===== config.mk =====
export PLATFORM = sky130hd
export DESIGN_NAME = pipe_ctrl
export DESIGN_NICKNAME = d
export VERILOG_FILES = /design/src/rtl/pipe_ctrl.sv
export SDC_FILE = /design/constraint.sdc
export NUM_CORES = 1
export LEC_CHECK = 0
export ABC_CLOCK_PERIOD_IN_PS = 3800
export BUFFER_PORTS_ARGS = -buffer_cell sky130_fd_sc_hd__buf_2
export CELL_PAD_IN_SITES_DETAIL_PLACEMENT = 0
export CELL_PAD_IN_SITES_GLOBAL_PLACEMENT = 2
export CORE_MARGIN = 4
export CORE_UTILIZATION = 34
export CTS_BUF_LIST = sky130_fd_sc_hd__clkbuf_8
export DETAILED_ROUTE_END_ITERATION = 10
export GPL_TIMING_DRIVEN = 0
export MAX_ROUTING_LAYER = met4
export PLACE_DENSITY_LB_ADDON = 0.2
export SLEW_MARGIN = 10
export SYNTH_ARGS = -nofsm -noshare
export SYNTH_HDL_FRONTEND = slang
export SYNTH_SLANG_ARGS = --single-unit

===== constraint.sdc =====
create_clock -name clk -period 3.8 [get_ports clk]
set_input_delay 0.57 -clock clk [delete_from_list [all_inputs] [get_ports clk]]
set_output_delay 0.57 -clock clk [all_outputs]
set_load 0.005 [all_outputs]

===== src/rtl/pipe_ctrl.sv =====
// Pipeline hazard controller: global freeze on memory stalls, branch flush
// (deferred across a freeze), load-use bubble insertion, and stall/flush
// performance counters.
module pipe_ctrl (
  input  logic        clk,
  input  logic        rst,
  input  logic        im_stall,
  input  logic        dm_stall,
  input  logic        ld_use,
  input  logic        br_taken,
  output logic        pc_we,
  output logic        ifid_we,
  output logic        ifid_flush,
  output logic        idexe_we,
  output logic        idexe_flush,
  output logic        exemem_we,
  output logic        memwb_we,
  output logic        pc_redirect,
  output logic        frozen,
  output logic [31:0] stall_cnt,
  output logic [15:0] flush_cnt
);

  typedef enum logic {RUN, MEMWAIT} state_t;

  state_t      state_q, state_d;
  logic        br_pend_q, br_pend_d;
  logic [31:0] stall_cnt_q, stall_cnt_d;
  logic [15:0] flush_cnt_q, flush_cnt_d;

  logic mem_stall;
  logic branch;
  logic flush_apply;
  logic bubble_apply;

  function automatic logic [31:0] sat_inc32(input logic [31:0] v);
    return (v == 32'hFFFF_FFFF) ? v : v + 32'd1;
  endfunction

  function automatic logic [15:0] sat_inc16(input logic [15:0] v);
    return (v == 16'hFFFF) ? v : v + 16'd1;
  endfunction

  assign mem_stall = im_stall | dm_stall;
  // A branch seen during a freeze is remembered so its flush lands on release.
  assign branch       = br_taken | br_pend_q;
  assign flush_apply  = ~rst & ~mem_stall & branch;
  assign bubble_apply = ~rst & ~mem_stall & ~branch & ld_use;

  // Pipeline register controls, priority rst > mem_stall > branch > ld_use.
  always_comb begin
    pc_we       = 1'b1;
    ifid_we     = 1'b1;
    ifid_flush  = 1'b0;
    idexe_we    = 1'b1;
    idexe_flush = 1'b0;
    exemem_we   = 1'b1;
    memwb_we    = 1'b1;
    pc_redirect = 1'b0;
    if (rst) begin
      pc_we       = 1'b0;
      ifid_we     = 1'b0;
      idexe_we    = 1'b0;
      exemem_we   = 1'b0;
      memwb_we    = 1'b0;
      ifid_flush  = 1'b1;
      idexe_flush = 1'b1;
    end else if (mem_stall) begin
      pc_we       = 1'b0;
      ifid_we     = 1'b0;
      idexe_we    = 1'b0;
      exemem_we   = 1'b0;
      memwb_we    = 1'b0;
    end else if (branch) begin
      pc_redirect = 1'b1;
      ifid_flush  = 1'b1;
      idexe_flush = 1'b1;
    end else if (ld_use) begin
      // Hold PC and IF/ID, inject a bubble into ID/EXE, let older stages drain.
      pc_we       = 1'b0;
      ifid_we     = 1'b0;
      idexe_flush = 1'b1;
    end
  end

  // Next-state logic for the freeze FSM, pending branch and counters.
  always_comb begin
    state_d     = state_q;
    br_pend_d   = br_pend_q;
    stall_cnt_d = stall_cnt_q;
    flush_cnt_d = flush_cnt_q;
    if (rst) begin
      state_d     = RUN;
      br_pend_d   = 1'b0;
      stall_cnt_d = 32'd0;
      flush_cnt_d = 16'd0;
    end else begin
      case (state_q)
        RUN:     state_d = mem_stall ? MEMWAIT : RUN;
        MEMWAIT: state_d = mem_stall ? MEMWAIT : RUN;
        default: state_d = RUN;
      endcase
      if (mem_stall) begin
        if (br_taken) br_pend_d = 1'b1;
      end else begin
        br_pend_d = 1'b0;
      end
      if (mem_stall || bubble_apply) stall_cnt_d = sat_inc32(stall_cnt_q);
      if (flush_apply)               flush_cnt_d = sat_inc16(flush_cnt_q);
    end
  end

  // State registers.
  always_ff @(posedge clk) begin
    state_q     <= state_d;
    br_pend_q   <= br_pend_d;
    stall_cnt_q <= stall_cnt_d;
    flush_cnt_q <= flush_cnt_d;
  end

  assign frozen    = (state_q == MEMWAIT);
  assign stall_cnt = stall_cnt_q;
  assign flush_cnt = flush_cnt_q;

endmodule


==> run summary, run 1 <==
Status = finished, final reports clean
FF-to-FF path depth = 7
Clock transition at the registers of the reported paths = 100 ps
Startpoint types = flip-flop
Cells after Synth = 311
Max-cap viol count = 0
Adder-Cell Fraction of Synth Area = 0.974%
Most frequent cells after synthesis = dfxtp_1 (50), nor2_1 (30), nand2_1 (25)
DR WL/cell = 14.5 um
# diodes = 0
First-pass GRT wire length = 11400 um
Max-slew violations = 0
Mapped Area = 0.00257 sq mm
Final hold vios = 0
Layout area overhead = 20.4%
Largest net degree at the start of global routing = 15
Final WL = 6960 um
Main combinational cell family by area after synthesis = simple AND/OR/NAND/NOR gates
Post-Place Cells = 472
Post-DR vias/cell = 5.25
H-Tree Depth = 2
Dominant cell type by area after synthesis = dfxtp_1
Fmax = 360 MHz
Die W = 94.9 um
Setup tns final = 0 ps
Die area = 0.00901 sq mm
Seq/Total Area, Yosys = 38.9%
Synth async-reset ratio = 0%
I/O Pins = 63
Global Route Usage Sum = 16.4%
Final Non-Filler Cells = 480
Crit Reg-Reg Endpoint = stall_cnt[23]
Post-layout nets = 388
CP endpoint kind = flip-flop
Fin crit share = 73.1%
Total Power = 0.917 mW
Simple-gate portion of the synthesized area = 31.0%
Synth top area cells = dfxtp_1 (39%), nor2_1 (4.4%), a21oi_1 (4.3%)
GPL Wtd Cong = 0.796
1st-iter DRT viols = 70
Multi-input logic area = 0.00146 sq mm
Vias in the first global route = 2360
Setup Buffers After CTS = 0
Min-delay src = flush_cnt[9]
# DRC = 0
RR Startpoint = stall_cnt[13]
Clock Tree Root = clkbuf_8
Tmin final = 2780 ps
RSZ-0062 raised after global routing = no
Clk_skew = 7.88 ps
Unique masters post-synth = 41
Worst slew margin = 36.6%
Die Ht = 94.9 um
Synthesis-stage register bit count = 50
Most frequent cell after synthesis = dfxtp_1
Most used DFF post-synth = dfxtp_1
Critical path fanouts, max = 10
Post-CTS sizing = 0
Routed via count = 2520
Clock buffer depth = 2
Initial Util = 35.2%
Final core utilization = 42.5%
Initial antenna violation count = 0
Hold WC Path Type = flip-flop to flip-flop
CTS sink cnt = 50
Post-synth EDFFs = 0
Hold Path Depth = 2
Core area = 0.00729 sq mm
Actual slew at the worst max-slew pin = 943 ps
CP arrival = 3020 ps
Crit path kind = flip-flop to flip-flop
Mux contribution to synthesized area = 5.06%
Row cnt = 31
Num CTS Buffers = 5
Worst path required time = 4040 ps
Register Area = 0.00100 sq mm
ANT nets after route = 0
Quantity of hold-fixing buffers added after cts = 0
Number of fill cells = 812
Peak supply drop = 0.137 mV
DP HPWL = 5090 um
Compound-gate portion of the synthesized area = 15.7%
Syn nets = 319
Final setup vio count = 0
Gr ovfl total = 0
Synth top area share = 38.9%
Yosys warns = 0
PortBufs = 62
1st-pass router iterations = 4
Hold Path End = flush_cnt[9]
Hold slack = 497 ps
Clk_lat worst skew = 310 ps
Synthesized area per cell = 8.26 sq um
CTS tree = yes
R2r setup slk = 1020 ps
Leak pwr = 1.16 nW
Power Density = 296 mW/mm^2
Synth Area in XOR/XNOR = 4.09%
Layout cells sized above 1 = 21.8%
[sequential cells by signal (all words and copies together) (netlist names)]
register   count
flush_cnt     16
frozen         1
br_pend_q      1
stall_cnt     32
[worst max-delay path, stage by stage (launching register included)]
cell	delay, ps
dfxtp_1	410
nand4_1	200
or4_1	500
clkbuf_1	220
o311ai_2	630
clkbuf_1	440
o21ai_0	160
a21oi_1	140
[where the power goes]
group / internal, mW / switching (mW) / leakage (nW)
logic: 0.0201 / 0.0327 / 0.707
clock network: 0.145 / 0.184 / 0.0524
registers: 0.529 / 0.00601 / 0.404
total: 0.694 / 0.223 / 1.16
[area by class of cell]
cell class / instances / area share, %
Timing Repair Buffer: 62 / 10.0
Clock buffer: 6 / 2.67
Inverter: 11 / 1.33
Buffer: 15 / 2.22
Sequential cell: 50 / 32.3
Clock inverter: 2 / 0.283
Tap cell: 99 / 4.00
Multi-Input combinational cell: 235 / 47.1
[layout by cell type (no fill, tap or decap), types with 4 or more instances in the layout]
| cell type | instances |
|---|---|
| buf_2 | 63 |
| dfxtp_1 | 50 |
| nor2_1 | 30 |
| nand2_1 | 25 |
| a21oi_1 | 22 |
| nand4_1 | 17 |
| nand3_1 | 15 |
| or3_1 | 14 |
| o21ai_0 | 14 |
| inv_1 | 12 |
| clkbuf_1 | 11 |
| or4_1 | 11 |
| a211oi_1 | 10 |
| xnor2_1 | 9 |
| nor3_1 | 8 |
| nor2b_1 | 8 |
| mux2_2 | 7 |
| o31ai_1 | 6 |
| clkbuf_8 | 6 |
| and4_1 | 5 |
| mux2i_1 | 4 |
[how the worst max path moves through the flow]
stage                             start       endpoint  cells after the start
final                     stall_cnt[13]  stall_cnt[23]                      7
after global routing      stall_cnt[13]  stall_cnt[21]                      7
after CTS                 stall_cnt[13]  stall_cnt[23]                      7
after detailed placement       br_taken  stall_cnt[31]                      6
after global placement         br_taken  stall_cnt[31]                      6
after floorplan                br_taken  stall_cnt[26]                      6
[kinds of logic (layout without fill, tap and decap cells)]
kind of cell             count (synthesis)  count (layout)
XOR/XNOR                                12              12
AO/OA/AOI/OAI                           63              63
flip-flops                              50              50
buffers and inverters                   26              96
adder cells (fa/ha/maj)                  2               2
AND/OR/NAND/NOR                        146             146
multiplexers                            12              12
[layer usage]
metal / routed length (um) / global-route usage (%)
met5: 0 / -
met4: 29 / 3.97
met3: 227 / 2.71
met2: 3280 / 26.5
met1: 3430 / 21.4
[per-stage QoR]
step | cell area (sq um) | setup WS, ps
6_report | 3100 | 1020
5_1_grt | 3100 | 729
4_1_cts | 3100 | 1020
3_5_place_dp | 3000 | 823
3_3_place_gp | 3000 | 846
2_1_floorplan | 2570 | 1210
Power figures use the tool's default switching activity.
==> run 2, diff against run 1 <==
--- a/config.mk
+++ b/config.mk
@@ -5,12 +5,13 @@
 export SDC_FILE = /design/constraint.sdc
 export NUM_CORES = 1
 export LEC_CHECK = 0
-export ABC_CLOCK_PERIOD_IN_PS = 3800
+export ABC_AREA = 1
+export ABC_CLOCK_PERIOD_IN_PS = 2400
 export BUFFER_PORTS_ARGS = -buffer_cell sky130_fd_sc_hd__buf_2
 export CELL_PAD_IN_SITES_DETAIL_PLACEMENT = 0
 export CELL_PAD_IN_SITES_GLOBAL_PLACEMENT = 2
 export CORE_MARGIN = 4
-export CORE_UTILIZATION = 34
+export CORE_UTILIZATION = 27
 export CTS_BUF_LIST = sky130_fd_sc_hd__clkbuf_8
 export DETAILED_ROUTE_END_ITERATION = 10
 export GPL_TIMING_DRIVEN = 0
==> constraint.sdc (replaced) <==
create_clock -name clk -period 2.4 [get_ports clk]
set_input_delay 0.36 -clock clk [delete_from_list [all_inputs] [get_ports clk]]
set_output_delay 0.36 -clock clk [all_outputs]
set_load 0.005 [all_outputs]
==> run 2 against run 1 <==
Compared with the run above:
- first-iteration DRC count rose to 2.9 times the previous value
- worst setup slack got worse by 450 ps
- cell count up 42%
- synthesized area up 17%
- utilization shrank 9.3 points
- fmax grew 52%
- worst hold slack got worse by 220 ps
- clock power rose by 83%
- global-route usage is 1.4 points lower
- die area grew 44%
- highest routed layer unchanged
- synthesized cell count up 52%
==> run summary, run 2 <==
Max reg flops = 32 (unchanged)
Syn nets = 480 (+50%)
Yosys warns = 0 (unchanged)
Most frequent cells after synthesis = nand2_1 (127), nor2_1 (99), dfxtp_1 (50)
Num CTS Buffers = 5 (unchanged)
Layout area overhead = 19.6%
R2r setup slk = 570 ps (-450 ps)
RR Startpoint = stall_cnt[0]
Clock buffer depth = 2 (unchanged)
Clk_lat worst skew = 310 ps (about the same)
CTS sink cnt = 50 (unchanged)
CP arrival = 2040 ps (-980 ps)
Clk_skew = 7.12 ps (-0.764 ps)
Hold WC Path Type = input port to flip-flop
Crit path kind = flip-flop to flip-flop
Final setup vio count = 0 (unchanged)
Layout cells sized above 1 = 21.4% (-0.38 points)
Die Ht = 114 um (+20%)
Crit Reg-Reg Endpoint = stall_cnt[13]
Post-CTS sizing = 0 (unchanged)
Min-delay src = rst
Initial antenna violation count = 0 (unchanged)
Synthesized area per cell = 6.40 sq um (-23%)
Fin crit share = 76.2% (+3.1 points)
CTS tree = yes
Synth top area share = 33.2% (-5.8 points)
Row cnt = 38 (+23%)
Peak supply drop = 0.181 mV (+32%)
ANT nets after route = 0 (unchanged)
Critical path fanouts, max = 10 (unchanged)
Most frequent cell after synthesis = nand2_1
Cells after Synth = 472 (+52%)
Crit path largest cell delay = 430 ps (-200 ps)
Fmax = 547 MHz (+52%)
Die W = 114 um (+20%)
Hold Path End = flush_cnt[5]
CP cell instances = ha_1 > nand3_1 > inv_2 > nand2_2 > nor2_4 > nand3_4 > buf_2 > a21oi_1 > nor2_1
Largest net degree at the start of global routing = 15 (unchanged)
H-Tree Depth = 2 (unchanged)
Buf/Inv on CP = 2 (unchanged)
Quantity of hold-fixing buffers added after cts = 0 (unchanged)
Core area = 0.0109 sq mm (+49%)
Initial Util = 27.7% (-7.5 points)
Routed via count = 3143 (+25%)
Final WL = 9050 um (+30%)
Global Route Usage Sum = 14.9% (-1.4 points)
Final instance area = 0.00361 sq mm (+17%)
PortBufs = 62 (unchanged)
Mapped Area = 0.00302 sq mm (+17%)
Worst Setup Slack, final = 572 ps (-451 ps)
Actual slew at the worst max-slew pin = 493 ps (-450 ps)
Die area = 0.0129 sq mm (+44%)
Unique masters post-synth = 29 (-29%)
Worst slew margin = 67.2% (+31 points)
Most used DFF post-synth = dfxtp_1
Max-slew violations = 0 (unchanged)
Dominant cell type by area after synthesis = dfxtp_1
Hold Path Depth = 2 (unchanged)
Worst path required time = 2610 ps (-1430 ps)
Status = finished, final reports clean
DP HPWL = 7050 um (+38%)
Seq/Total Area, Yosys = 33.2% (-5.8 points)
GPL Wtd Cong = 0.814 (+2.3%)
Max-cap viol count = 0 (unchanged)
FF-to-FF path depth = 9 (+2)
1st-pass router iterations = 4 (unchanged)
Clock Tree Root = clkbuf_8
Post-layout nets = 549 (+41%)
RSZ-0062 raised after global routing = no
Clock transition at the registers of the reported paths = 100 ps (about the same)
I/O Pins = 63 (unchanged)
CP endpoint kind = flip-flop
Setup Buffers After CTS = 0 (unchanged)
DR WL/cell = 13.3 um (-8.5%)
Gr ovfl total = 0 (unchanged)
Tmin final = 1830 ps (-949 ps)
Post-DR vias/cell = 4.61 (-12%)
Leading cell type in the layout, fill and taps excluded = nand2_1
Synthesis-stage register bit count = 50 (unchanged)
Leak pwr = 1.56 nW (+34%)
Synth top area cells = dfxtp_1 (33%), nand2_1 (16%), nor2_1 (12%)
Most frequent cells in the layout = nand2_1 (127), nor2_1 (99), buf_2 (67), dfxtp_1 (50), a21oi_1 (41)
Critical path's top delay family = simple AND/OR/NAND/NOR gates
# diodes = 0 (unchanged)
Power Density = 431 mW/mm^2 (+45%)
Vias in the first global route = 3078 (+30%)
# DRC = 0 (unchanged)
Final hold vios = 0 (unchanged)
First-pass GRT wire length = 15200 um (+33%)
Slowest CP cell = dfxtp_1
Placed Area = 0.00350 sq mm (+17%)
1st-iter DRT viols = 203 (+190%)
Place WS = 582 ps (-241 ps)
Startpoint types = flip-flop
Setup tns final = 0 ps (unchanged)
Post-synth EDFFs = 0 (unchanged)
Synth async-reset ratio = 0% (unchanged)
run 2: cell count changes in the layout (fill, tap and decap cells not counted), sizes merged, moves of 10 or more:
cell	previous run	this run
or4	11	0
clkbuf	17	6
buf	66	76
nor2	30	111
a211oi	10	0
nand3	15	48
a21oi	22	41
o21ai	15	3
or3	14	0
inv	12	41
nand2	25	134
run 2: worst max-delay path by stage:
stage | startpoint | to | slack, ps | cells past startpoint
after floorplan | stall_cnt[0] | stall_cnt[8] | 860 | 9
after global placement | stall_cnt[0] | stall_cnt[13] | 600 | 9
after detailed placement | stall_cnt[0] | stall_cnt[5] | 580 | 9
after CTS | stall_cnt[0] | stall_cnt[13] | 560 | 9
after global routing | stall_cnt[0] | stall_cnt[5] | 400 | 9
final | stall_cnt[0] | stall_cnt[13] | 570 | 9
run 2: final cells by class:
class | instances | area (sq um)
plain buffers | 15 | 115
flip-flops and latches | 50 | 1000
clock inverters | 3 | 37.5
well taps | 140 | 175
multi-input cells | 368 | 1760
fillers | 1249 | 7280
repair buffers | 62 | 310
inverters | 39 | 146
clock buffers | 5 | 68.8
run 2: kinds of logic (layout without fill, tap and decap cells):
logic type | count (synthesis) | count (layout) | share of synthesized area, %
AOI/OAI and AO/OA | 46 | 46 | 7.79
adders and majority gates | 2 | 2 | 0.829
buffers and inverters | 54 | 124 | 8.66
and+or+nand+nor | 310 | 310 | 46.7
xor gates and xnor gates | 10 | 10 | 2.90
DFF | 50 | 50 | 33.2
run 2: metrics by stage:
stage | cells | total power, mW | hold slack (ps) | util (%)
global route | 682 | 1.63 | 279 | 33.2
detailed placement | 674 | 0.974 | 504 | 32.2
finish | 682 | 1.55 | 277 | 33.2
CTS | 682 | 1.59 | 262 | 33.2
global placement | 674 | 0.972 | 503 | 32.2
floorplan | 472 | 0.932 | 429 | -
run 2: report_power, final:
part           switching, mW  internal, mW
clock                  0.298         0.304
sequential           0.00933         0.838
combinational         0.0627        0.0425
run 2: layer usage:
layer	track usage, %	routed length, um	vias up	share of wire, %
met4	4.57	167	0	1.8
met2	24.5	4260	64	47
met5	-	0	-	0
li1	-	-	1635	-
met1	18.8	4230	1430	47
met3	2.65	390	14	4.3
